--- src/rtl/tipi_bus_pkg.sv ---
// Shared TI-99/4A bus constants and address helpers for the TIPI mailbox.
// Addresses are plain 16-bit values, MSB first, matching TI A0..A15.
package tipi_bus_pkg;

    localparam logic [15:0] DSR_BASE   = 16'h4000;
    localparam logic [3:0]  CRU_PREFIX = 4'b0001;

    // Write register k sits 2k below the top of the DSR window.
    function automatic logic [15:0] wr_addr(input logic [15:0] top, input int unsigned k);
        return top - 16'(2 * k);
    endfunction

    // Readback registers follow directly below the block of write registers.
    function automatic logic [15:0] rd_addr(input logic [15:0] top, input int unsigned chans,
                                            input int unsigned k);
        return top - 16'(2 * chans) - 16'(2 * k);
    endfunction

    // CRU bit address 0x1n00/0x1n01: prefix, base nibble, zero middle bits; A15 is the data.
    function automatic logic cru_match(input logic [15:0] a, input logic [3:0] base);
        return (a[15:12] == CRU_PREFIX) && (a[11:8] == base) && (a[7:1] == 7'd0);
    endfunction

endpackage

--- src/rtl/tipi_mailbox_if.sv ---
// TI-bus and RPi-side signal bundle for the TIPI mailbox.
// The master side drives the TI pins and acks; the slave side is the mailbox itself.
interface tipi_mailbox_if #(
    parameter int unsigned CHANNELS = 2
);

    logic [0:15]             ti_a;
    logic [0:7]              ti_data;
    logic                    ti_memen;
    logic                    ti_we;
    logic                    ti_cruclk;
    logic                    ti_reset;
    logic                    ti_dbin;
    logic [3:0]              cru_base;

    logic                    crubit;
    logic [CHANNELS-1:0]     rd_oe_n;
    logic                    dsr_oe_n;

    logic [8*CHANNELS-1:0]   tx_data;
    logic [CHANNELS-1:0]     tx_valid;
    logic [CHANNELS-1:0]     tx_strobe;
    logic [CHANNELS-1:0]     tx_ack;
    logic [CHANNELS-1:0]     tx_overrun;
    logic [CHANNELS-1:0]     rd_strobe;

    modport master (
        output ti_a, ti_data, ti_memen, ti_we, ti_cruclk, ti_reset, ti_dbin, cru_base, tx_ack,
        input  crubit, rd_oe_n, dsr_oe_n, tx_data, tx_valid, tx_strobe, tx_overrun, rd_strobe
    );

    modport slave (
        input  ti_a, ti_data, ti_memen, ti_we, ti_cruclk, ti_reset, ti_dbin, cru_base, tx_ack,
        output crubit, rd_oe_n, dsr_oe_n, tx_data, tx_valid, tx_strobe, tx_overrun, rd_strobe
    );

endinterface

--- src/rtl/tipi_sync.sv ---
// Multi-bit flop chain bringing asynchronous TI pins into the clk domain.
// Reset loads the idle (inactive) level so no spurious edges appear on release.
module tipi_sync #(
    parameter int unsigned      WIDTH     = 1,
    parameter int unsigned      STAGES    = 2,
    parameter logic [WIDTH-1:0] RESET_VAL = '0
) (
    input  logic             clk,
    input  logic             rst_n,
    input  logic [WIDTH-1:0] d_i,
    output logic [WIDTH-1:0] q_o
);

    logic [STAGES-1:0][WIDTH-1:0] chain_q;

    always_ff @(posedge clk or negedge rst_n) begin
        if (!rst_n) begin
            chain_q <= {STAGES{RESET_VAL}};
        end else begin
            chain_q <= {chain_q[STAGES-2:0], d_i};
        end
    end

    assign q_o = chain_q[STAGES-1];

endmodule

--- src/rtl/tipi_mailbox.sv ---
// TI-99/4A to Raspberry Pi mailbox: latches TI writes per channel, hands them to the RPi
// with valid/strobe/ack, flags overruns, notifies readback reads and holds the CRU enable.
module tipi_mailbox
    import tipi_bus_pkg::*;
#(
    parameter int unsigned CHANNELS    = 2,
    parameter logic [15:0] TOP_ADDR    = 16'h5fff,
    parameter int unsigned SYNC_STAGES = 2
) (
    input  logic          clk,
    input  logic          rst_n,
    tipi_mailbox_if.slave bus_io
);

    localparam logic [15:0] DsrLast = rd_addr(TOP_ADDR, CHANNELS, CHANNELS - 1) - 16'd1;

    logic [0:15] s_a;
    logic [0:7]  s_data;
    logic [3:0]  s_ctrl;
    logic        s_we, s_memen, s_cruclk, s_reset, s_dbin;

    tipi_sync #(
        .WIDTH     (16),
        .STAGES    (SYNC_STAGES),
        .RESET_VAL (16'h0000)
    ) u_sync_a (
        .clk   (clk),
        .rst_n (rst_n),
        .d_i   (bus_io.ti_a),
        .q_o   (s_a)
    );

    tipi_sync #(
        .WIDTH     (8),
        .STAGES    (SYNC_STAGES),
        .RESET_VAL (8'h00)
    ) u_sync_data (
        .clk   (clk),
        .rst_n (rst_n),
        .d_i   (bus_io.ti_data),
        .q_o   (s_data)
    );

    // Active-low strobes idle high.
    tipi_sync #(
        .WIDTH     (4),
        .STAGES    (SYNC_STAGES),
        .RESET_VAL (4'b1111)
    ) u_sync_ctrl (
        .clk   (clk),
        .rst_n (rst_n),
        .d_i   ({bus_io.ti_we, bus_io.ti_memen, bus_io.ti_cruclk, bus_io.ti_reset}),
        .q_o   (s_ctrl)
    );

    tipi_sync #(
        .WIDTH     (1),
        .STAGES    (SYNC_STAGES),
        .RESET_VAL (1'b0)
    ) u_sync_dbin (
        .clk   (clk),
        .rst_n (rst_n),
        .d_i   (bus_io.ti_dbin),
        .q_o   (s_dbin)
    );

    assign s_we     = s_ctrl[3];
    assign s_memen  = s_ctrl[2];
    assign s_cruclk = s_ctrl[1];
    assign s_reset  = s_ctrl[0];

    logic we_prev_q, cruclk_prev_q, dbin_prev_q;
    logic we_fall, cruclk_fall, dbin_fall;

    always_ff @(posedge clk or negedge rst_n) begin
        if (!rst_n) begin
            we_prev_q     <= 1'b1;
            cruclk_prev_q <= 1'b1;
            dbin_prev_q   <= 1'b0;
        end else begin
            we_prev_q     <= s_we;
            cruclk_prev_q <= s_cruclk;
            dbin_prev_q   <= s_dbin;
        end
    end

    assign we_fall     = we_prev_q & ~s_we;
    assign cruclk_fall = cruclk_prev_q & ~s_cruclk;
    assign dbin_fall   = dbin_prev_q & ~s_dbin;

    logic crubit_q, crubit_d;

    // TI reset beats a same-cycle CRU write.
    always_comb begin
        crubit_d = crubit_q;
        if (!s_reset) begin
            crubit_d = 1'b0;
        end else if (cruclk_fall && cru_match(s_a, bus_io.cru_base)) begin
            crubit_d = s_a[15];
        end
    end

    always_ff @(posedge clk or negedge rst_n) begin
        if (!rst_n) begin
            crubit_q <= 1'b0;
        end else begin
            crubit_q <= crubit_d;
        end
    end

    logic [8*CHANNELS-1:0] data_vec;
    logic [CHANNELS-1:0]   valid_vec, ovr_vec, stb_vec, rd_stb_vec, rd_oe_vec;

    for (genvar k = 0; k < CHANNELS; k++) begin : g_chan
        localparam logic [15:0] WrAddr = wr_addr(TOP_ADDR, k);
        localparam logic [15:0] RdAddr = rd_addr(TOP_ADDR, CHANNELS, k);

        logic       accept, ack, rd_hit;
        logic [7:0] data_q, data_d;
        logic       valid_q, valid_d;
        logic       ovr_q, ovr_d;
        logic       stb_q, rd_hit_q, rd_stb_q, rd_stb_d;

        assign ack    = bus_io.tx_ack[k];
        assign accept = s_reset & we_fall & ~s_memen & crubit_q & (s_a == WrAddr);
        assign rd_hit = ~s_memen & crubit_q & (s_a == RdAddr);

        // Accept beats ack; an ack in the accept cycle still suppresses the overrun.
        always_comb begin
            data_d   = data_q;
            valid_d  = valid_q;
            ovr_d    = ovr_q;
            rd_stb_d = dbin_fall & rd_hit_q;
            if (!s_reset) begin
                data_d  = 8'h00;
                valid_d = 1'b0;
                ovr_d   = 1'b0;
            end else if (accept) begin
                data_d  = s_data;
                valid_d = 1'b1;
                ovr_d   = ~ack & (ovr_q | valid_q);
            end else if (ack) begin
                valid_d = 1'b0;
                ovr_d   = 1'b0;
            end
        end

        always_ff @(posedge clk or negedge rst_n) begin
            if (!rst_n) begin
                data_q   <= 8'h00;
                valid_q  <= 1'b0;
                ovr_q    <= 1'b0;
                stb_q    <= 1'b0;
                rd_hit_q <= 1'b0;
                rd_stb_q <= 1'b0;
            end else begin
                data_q   <= data_d;
                valid_q  <= valid_d;
                ovr_q    <= ovr_d;
                stb_q    <= accept;
                rd_hit_q <= rd_hit;
                rd_stb_q <= rd_stb_d;
            end
        end

        assign data_vec[8*k +: 8] = data_q;
        assign valid_vec[k]       = valid_q;
        assign ovr_vec[k]         = ovr_q;
        assign stb_vec[k]         = stb_q;
        assign rd_stb_vec[k]      = rd_stb_q;
        // Raw pins here: the transceiver must turn on within the TI read cycle.
        assign rd_oe_vec[k]       = ~(crubit_q & ~bus_io.ti_memen & bus_io.ti_dbin &
                                      (bus_io.ti_a == RdAddr));
    end

    assign bus_io.crubit     = crubit_q;
    assign bus_io.tx_data    = data_vec;
    assign bus_io.tx_valid   = valid_vec;
    assign bus_io.tx_overrun = ovr_vec;
    assign bus_io.tx_strobe  = stb_vec;
    assign bus_io.rd_strobe  = rd_stb_vec;
    assign bus_io.rd_oe_n    = rd_oe_vec;
    assign bus_io.dsr_oe_n   = ~(crubit_q & ~bus_io.ti_memen & bus_io.ti_dbin &
                                 (bus_io.ti_a >= DSR_BASE) && (bus_io.ti_a <= DsrLast));

endmodule
--- src/flat_wrapper.sv ---
// flat-port wrapper written by rule: the top's interface ports become plain ports
module tipi_mailbox_flat import tipi_bus_pkg::*;
#(
    parameter int unsigned CHANNELS    = 2,
    parameter logic [15:0] TOP_ADDR    = 16'h5fff,
    parameter int unsigned SYNC_STAGES = 2
)
  (clk, rst_n, bus_io_ti_a, bus_io_ti_data, bus_io_ti_memen, bus_io_ti_we, bus_io_ti_cruclk, bus_io_ti_reset, bus_io_ti_dbin, bus_io_cru_base, bus_io_tx_ack, bus_io_crubit, bus_io_rd_oe_n, bus_io_dsr_oe_n, bus_io_tx_data, bus_io_tx_valid, bus_io_tx_strobe, bus_io_tx_overrun, bus_io_rd_strobe);
  tipi_mailbox_if #(.CHANNELS(CHANNELS)) bus_io_i ();
  input  logic clk;
  input  logic rst_n;
  input wire logic [$bits(bus_io_i.ti_a)-1:0] bus_io_ti_a;
  input wire logic [$bits(bus_io_i.ti_data)-1:0] bus_io_ti_data;
  input wire logic [$bits(bus_io_i.ti_memen)-1:0] bus_io_ti_memen;
  input wire logic [$bits(bus_io_i.ti_we)-1:0] bus_io_ti_we;
  input wire logic [$bits(bus_io_i.ti_cruclk)-1:0] bus_io_ti_cruclk;
  input wire logic [$bits(bus_io_i.ti_reset)-1:0] bus_io_ti_reset;
  input wire logic [$bits(bus_io_i.ti_dbin)-1:0] bus_io_ti_dbin;
  input wire logic [$bits(bus_io_i.cru_base)-1:0] bus_io_cru_base;
  input wire logic [$bits(bus_io_i.tx_ack)-1:0] bus_io_tx_ack;
  output wire logic [$bits(bus_io_i.crubit)-1:0] bus_io_crubit;
  output wire logic [$bits(bus_io_i.rd_oe_n)-1:0] bus_io_rd_oe_n;
  output wire logic [$bits(bus_io_i.dsr_oe_n)-1:0] bus_io_dsr_oe_n;
  output wire logic [$bits(bus_io_i.tx_data)-1:0] bus_io_tx_data;
  output wire logic [$bits(bus_io_i.tx_valid)-1:0] bus_io_tx_valid;
  output wire logic [$bits(bus_io_i.tx_strobe)-1:0] bus_io_tx_strobe;
  output wire logic [$bits(bus_io_i.tx_overrun)-1:0] bus_io_tx_overrun;
  output wire logic [$bits(bus_io_i.rd_strobe)-1:0] bus_io_rd_strobe;
  assign bus_io_i.ti_a = bus_io_ti_a;
  assign bus_io_i.ti_data = bus_io_ti_data;
  assign bus_io_i.ti_memen = bus_io_ti_memen;
  assign bus_io_i.ti_we = bus_io_ti_we;
  assign bus_io_i.ti_cruclk = bus_io_ti_cruclk;
  assign bus_io_i.ti_reset = bus_io_ti_reset;
  assign bus_io_i.ti_dbin = bus_io_ti_dbin;
  assign bus_io_i.cru_base = bus_io_cru_base;
  assign bus_io_i.tx_ack = bus_io_tx_ack;
  assign bus_io_crubit = bus_io_i.crubit;
  assign bus_io_rd_oe_n = bus_io_i.rd_oe_n;
  assign bus_io_dsr_oe_n = bus_io_i.dsr_oe_n;
  assign bus_io_tx_data = bus_io_i.tx_data;
  assign bus_io_tx_valid = bus_io_i.tx_valid;
  assign bus_io_tx_strobe = bus_io_i.tx_strobe;
  assign bus_io_tx_overrun = bus_io_i.tx_overrun;
  assign bus_io_rd_strobe = bus_io_i.rd_strobe;
  tipi_mailbox #(.CHANNELS(CHANNELS), .TOP_ADDR(TOP_ADDR), .SYNC_STAGES(SYNC_STAGES)) u_core (.clk(clk), .rst_n(rst_n), .bus_io(bus_io_i));
endmodule
--- config.mk ---
export PLATFORM = sky130hd
export DESIGN_NAME = tipi_mailbox_flat
export DESIGN_NICKNAME = d
export VERILOG_FILES = /design/src/rtl/tipi_bus_pkg.sv /design/src/rtl/tipi_mailbox_if.sv /design/src/rtl/tipi_sync.sv /design/src/rtl/tipi_mailbox.sv /design/src/flat_wrapper.sv
export SDC_FILE = /design/constraint.sdc
export NUM_CORES = 1
export LEC_CHECK = 0
export ABC_CLOCK_PERIOD_IN_PS = 1710
export CAP_MARGIN = 20
export CORE_UTILIZATION = 49
export CTS_CLUSTER_SIZE = 40
export DETAILED_ROUTE_END_ITERATION = 8
export GPL_ROUTABILITY_DRIVEN = 0
export PLACE_DENSITY = 0.79
export SLEW_MARGIN = 20
export SYNTH_ARGS = -nofsm -noshare
export SYNTH_HDL_FRONTEND = slang
export SYNTH_SLANG_ARGS = --single-unit
--- constraint.sdc ---
create_clock -name clk -period 1.71 [get_ports clk]
set_input_delay 0.2565 -clock clk [delete_from_list [all_inputs] [get_ports clk]]
set_output_delay 0.2565 -clock clk [all_outputs]
set_load 0.01 [all_outputs]
# After elaboration in Yosys (flattened, before gate mapping)
# Cells that the tools add are included.
# op_classes
n_reduce_logical	5
n_shift	0
eq_ne	13
multipliers	0
add_sub_neg	0
mux	16
div	0
n_lt_le_gt_ge	2
bitwise_logic	32
# op_table
op	n
16-bit by 15-bit == test with 1-bit output, second input constant	6
8-bit two-way mux	4
1-bit AND	20
16-bit by 15-bit greater-or-equal comparator with 1-bit output, second input constant	1
16-bit by 15-bit <= comparator with 1-bit output, second input constant	1
1-bit two-way mux	12
1-bit NOT	10
7-bit logical NOT	1
2-bit by 1-bit != test with 1-bit output, second input constant	3
3-bit by 2-bit != test with 1-bit output, second input constant	2
4-bit by 1-bit == test with 1-bit output, second input constant	1
4-bit == test	1
1-bit logical AND	4
1-bit OR	2
# totals
ff_bits	88
in_bits	37
ramBits	0
latchBits	0
wordCells	92
memories	0
rom_bits	0

# Longest topological paths before layout
# depth
ltp_word	8
mapped_depth	6
depth_no_buf	4

# By module
# From an unflattened synthesis, not the netlist that was laid out.
# hier_totals
hier_cells	233
hier_area_um2	3178.0
# modules_own_cells
module	seq_area_each_um2	area_per_inst_um2	instances	cells_each
tipi_mailbox	753.2	1506.4	1	147
tipi_sync (u_core.u_sync_a)	800.8	920.9	1	48
tipi_sync (u_core.u_sync_data)	400.4	460.4	1	24
tipi_sync (u_core.u_sync_ctrl)	210.2	240.2	1	12
tipi_sync (u_core.u_sync_dbin)	50.0	50.0	1	2

# Worst setup path before layout
# OpenSTA, ideal clock, no wires.
# synth_path
path_kind	register -> register
from	register u_core.crubit_q (netlist: u_core.bus_io.crubit)
to	register u_core.g_chan[0].data_q[0]
setup_time_ns	0.136
arrival_time_ns	1.312
slack_ns	0.261
path_stages_with_launch	6
required_ns	1.574
path_cell_list	dfrtp_1 -> nand4_1 -> or3_1 -> clkbuf_1 -> o21ai_0 -> a21oi_1
# synth_via
elab_chain_cells	3
# synth_rtl
item	line_no	source
start, declared	tipi_mailbox.sv:91	logic crubit_q, crubit_d;
start signal, assigned	tipi_mailbox.sv:107	crubit_q <= crubit_d;
1-bit AND (2 in series)	tipi_mailbox.sv:125	assign accept = s_reset & we_fall & ~s_memen & crubit_q & (s_a == WrAddr);
2-bit by 1-bit != test with 1-bit output (no source line)	-	
end signal, assigned	tipi_mailbox.sv:157	data_q <= data_d;
end, declared	tipi_mailbox.sv:119	logic [7:0] data_q, data_d;
# Every way passes these cells.
# A chain may end at the register's enable or synchronous reset.

# Worst setup path in the final report
# layout_path
from	register u_core.crubit_q (netlist: u_core.bus_io.crubit)
to	output bus_io_crubit
# layout_lines
item	line_no	source
end, declared	flat_wrapper.sv:21	output wire logic [$bits(bus_io_i.crubit)-1:0] bus_io_crubit;
# No word-level cell between the ends.

==> results_dict.tcl <==
set metrics [dict create \
    run_status "completed" \
    core-area_um2 5675 \
    die-area_um2 6374 \
    ys.flop_type "dfrtp_1" \
    path_max_fanout 3 \
    rows 27 \
    period_minus_slack_ps 1664 \
    final_cell_area_um2 3965 \
    place_area_um2 3701 \
    crit_type "register to output port" \
    via_per_inst 5.252 \
    grt_pass1_vias 1797 \
    end_kind "output port" \
    ys.warnings.count 0 \
    path_clk_slew_ps 80 \
    crit_path_start_kind "register" \
    rsz0062_at_grt "yes" \
    drc_errors 0 \
    final_common_cell "dfrtp_1" \
    crit_path_max_incr_delay_ps 530 \
    syn_inst 207 \
    die_y_um 79.84 \
    grt.overflow.total 0 \
    drt_pass1_iterations 4 \
    finalHoldViolCount 0 \
    drive_gt1_share_pct 17.89 \
    grt_first_pass_wirelength_um 8611 \
    synth_nets 244 \
    hold_class "input port to register" \
    drv_slew 0 \
    num_vias 1875 \
    cts_buffers 9 \
    wirelength_um 5285 \
    antenna_found_initial 0 \
    dp_cells 339 \
    cap_violations 0 \
    ys_types 37 \
    portBuffers 64 \
    final_cell_count_no_fill 357 \
    fin_crit_sh_pct 97.34 \
    crit_chain "buf_4 -> clkdlybuf4s50_1" \
    ant_nets 0 \
    clock-skew-final_ps 8.272 \
    cts_root_buf "clkbuf_8" \
    critPathArrivalTime_ps 1410 \
    wl_per_cell_um 14.80 \
    ir_drop_uv 624.6 \
    crit_family "buffers and inverters" \
    ios 65 \
    drt-initial-drc-count 204 \
    cts_tree "yes" \
    cts_buffer_depth 2 \
    initial_core_util_pct 52.31 \
    timing.fmax_ghz 0.6008 \
    diodes 0 \
    hpwl_um 3663 \
    layout_common_cells "78 x dfrtp_1, 49 x clkdlybuf4s50_1, 23 x nand4_1, 17 x a21oi_1, 14 x buf_4" \
    power_density_nw_per_um2 989.6 \
    finalSetupViolCount 0 \
    nets 317 \
    synthesis.area_um2 2969 \
    ys_async_sr_fraction_pct 100.0 \
    crit_buf_inv 2 \
    synth_edf_count 0 \
    critPathRequiredTime_ps 1450 \
    maxSlewHeadroom_pct 70.84 \
    die_w_um 79.84 \
    syn_to_final_growth_pct 33.54 \
    power_leakage_nw 1.692 \
    critPathSlowestCell "clkdlybuf4s50_1" \
    worst_pin_slew_ps 437.5 \
    postSynthAreaPerCell_um2 14.34 \
    htree_levels 3 \
    grt_max_degree 89 \
    grt_use_total_pct 18.18 \
    ys_seq_elements 88 \
    numClockSinks 88 \
    clk_latency_ps 330 \
    seq_area_frac_synth_pct 74.59 \
    fillerInstances 405 \
]
==> synthesized netlist by cell type (2+ instances only) <==
cell type	count	share of area, %
dfrtp_1	78	66
nand4_1	23	4.8
a21oi_1	17	2.9
buf_4	10	2.5
dfstp_2	10	8.8
o21ai_0	10	1.7
o21ai_1	8	1.3
nand2_1	5	0.63
clkbuf_1	4	0.51
nor2_1	4	0.51
nor3_1	4	0.67
xnor2_1	4	1.2
and3b_1	3	0.89
buf_2	2	0.34
nand3b_1	2	0.51
nand4b_1	2	0.59
==> worst reg2reg max path, cell delays in order, from the launching register on <==
cell and delay (ps):
dfrtp_1 410, buf_4 150, nand4_1 100, or3_1 380, buf_4 210, o21ai_0 200, a21oi_1 100
==> through the flow <==
step | worst slack, ps | setup TNS (ps) | utilization [%] | hold WS (ps) | power, mW
after floorplan | 261.1 | 0 | - | -39.09 | 2.264
after global placement | -406.7 | -1201 | 65.21 | 320.7 | 2.421
after detailed placement | -551.5 | -1516 | 65.21 | 325.6 | 2.428
after CTS | -12.61 | -12.61 | 69.64 | 147.9 | 3.968
after global routing | -59.96 | -158.8 | 69.86 | 41.02 | 4.092
final | 45.55 | 0 | 69.86 | 59.63 | 3.924
==> state kept, by name, summed over array words and instances, names as in the netlist <==
name and flops:
u_core.bus_io.crubit 1, u_core.cruclk_prev_q 1, u_core.dbin_prev_q 1, u_core.g_chan.data_q 16, u_core.g_chan.ovr_q 2, u_core.g_chan.rd_hit_q 2, u_core.g_chan.rd_stb_q 2, u_core.g_chan.stb_q 2
u_core.g_chan.valid_q 2, u_core.u_sync_a.chain_q 16, u_core.u_sync_a.q_o 16, u_core.u_sync_ctrl.chain_q 4, u_core.u_sync_ctrl.q_o 4, u_core.u_sync_data.chain_q 8, u_core.u_sync_data.q_o 8, u_core.u_sync_dbin.chain_q 1
u_core.u_sync_dbin.q_o 1, u_core.we_prev_q 1
==> cell families (layout without fill, tap and decap cells) <==
| group | after synthesis | count (layout) | synth area share, % |
|---|---|---|---|
| AOI/OAI and AO/OA | 40 | 40 | 7.291 |
| xor gates and xnor gates | 4 | 4 | 1.180 |
| buffers and inverters | 19 | 97 | 4.003 |
| DFF | 88 | 88 | 74.59 |
| and+or+nand+nor | 56 | 56 | 12.94 |
==> area by class of cell <==
| cell class | instances | area [µm²] | share of cell area, % |
|---|---|---|---|
| clock buffer | 9 | 123.9 | 3.124 |
| inverter | 2 | 7.507 | 0.1893 |
| timing repair buffer | 79 | 755.7 | 19.06 |
| sequential | 88 | 2215 | 55.85 |
| tap | 72 | 90.09 | 2.272 |
| multi-input combinational | 100 | 673.1 | 16.98 |
| clock inverter | 7 | 100.1 | 2.524 |
==> power breakdown <==
group          switching (mW)  internal (mW)  leakage (nW)  total [mW]
Sequential             0.0414           2.16          1.08        2.20
Combinational          0.0815         0.0993         0.501       0.181
Clock                   0.702          0.838         0.115        1.54
==> per-layer routing <==
layer / wire [µm] / vias up / global-route usage (%)
li1: - / 883 / -
met1: 2376 / 927 / 26.11
met2: 2656 / 61 / 27.52
met3: 197 / 4 / 3.886
met4: 55 / 0 / 6.429
met5: 0 / - / 0
==> what timing repair did <==
item,4_1_cts,5_1_grt
endpoints found under the setup margin,3,7
hold buffers,1,0
gates resized for setup,22,5
setup buffers,1,0
pin swaps,5,3
hold endpoints to repair,78,0
==> path summary, 6_finish.rpt <==
path,slack [ps],depth (start not counted),start,end
min in group asynchronous,490,3,rst_n,u_core.u_sync_a.q_o[10]
hold reg to reg,350,0,u_core.u_sync_data.chain_q[6],u_core.u_sync_data.q_o[6]
hold / removal,60,1,bus_io_ti_a[6],u_core.u_sync_a.chain_q[6]
setup / recovery,50,2,u_core.bus_io.crubit,bus_io_crubit
setup reg to reg,60,6,u_core.bus_io.crubit,u_core.g_chan[0].data_q[5]
max in group asynchronous,850,3,rst_n,u_core.cruclk_prev_q
(Power assumes the default switching activity.)
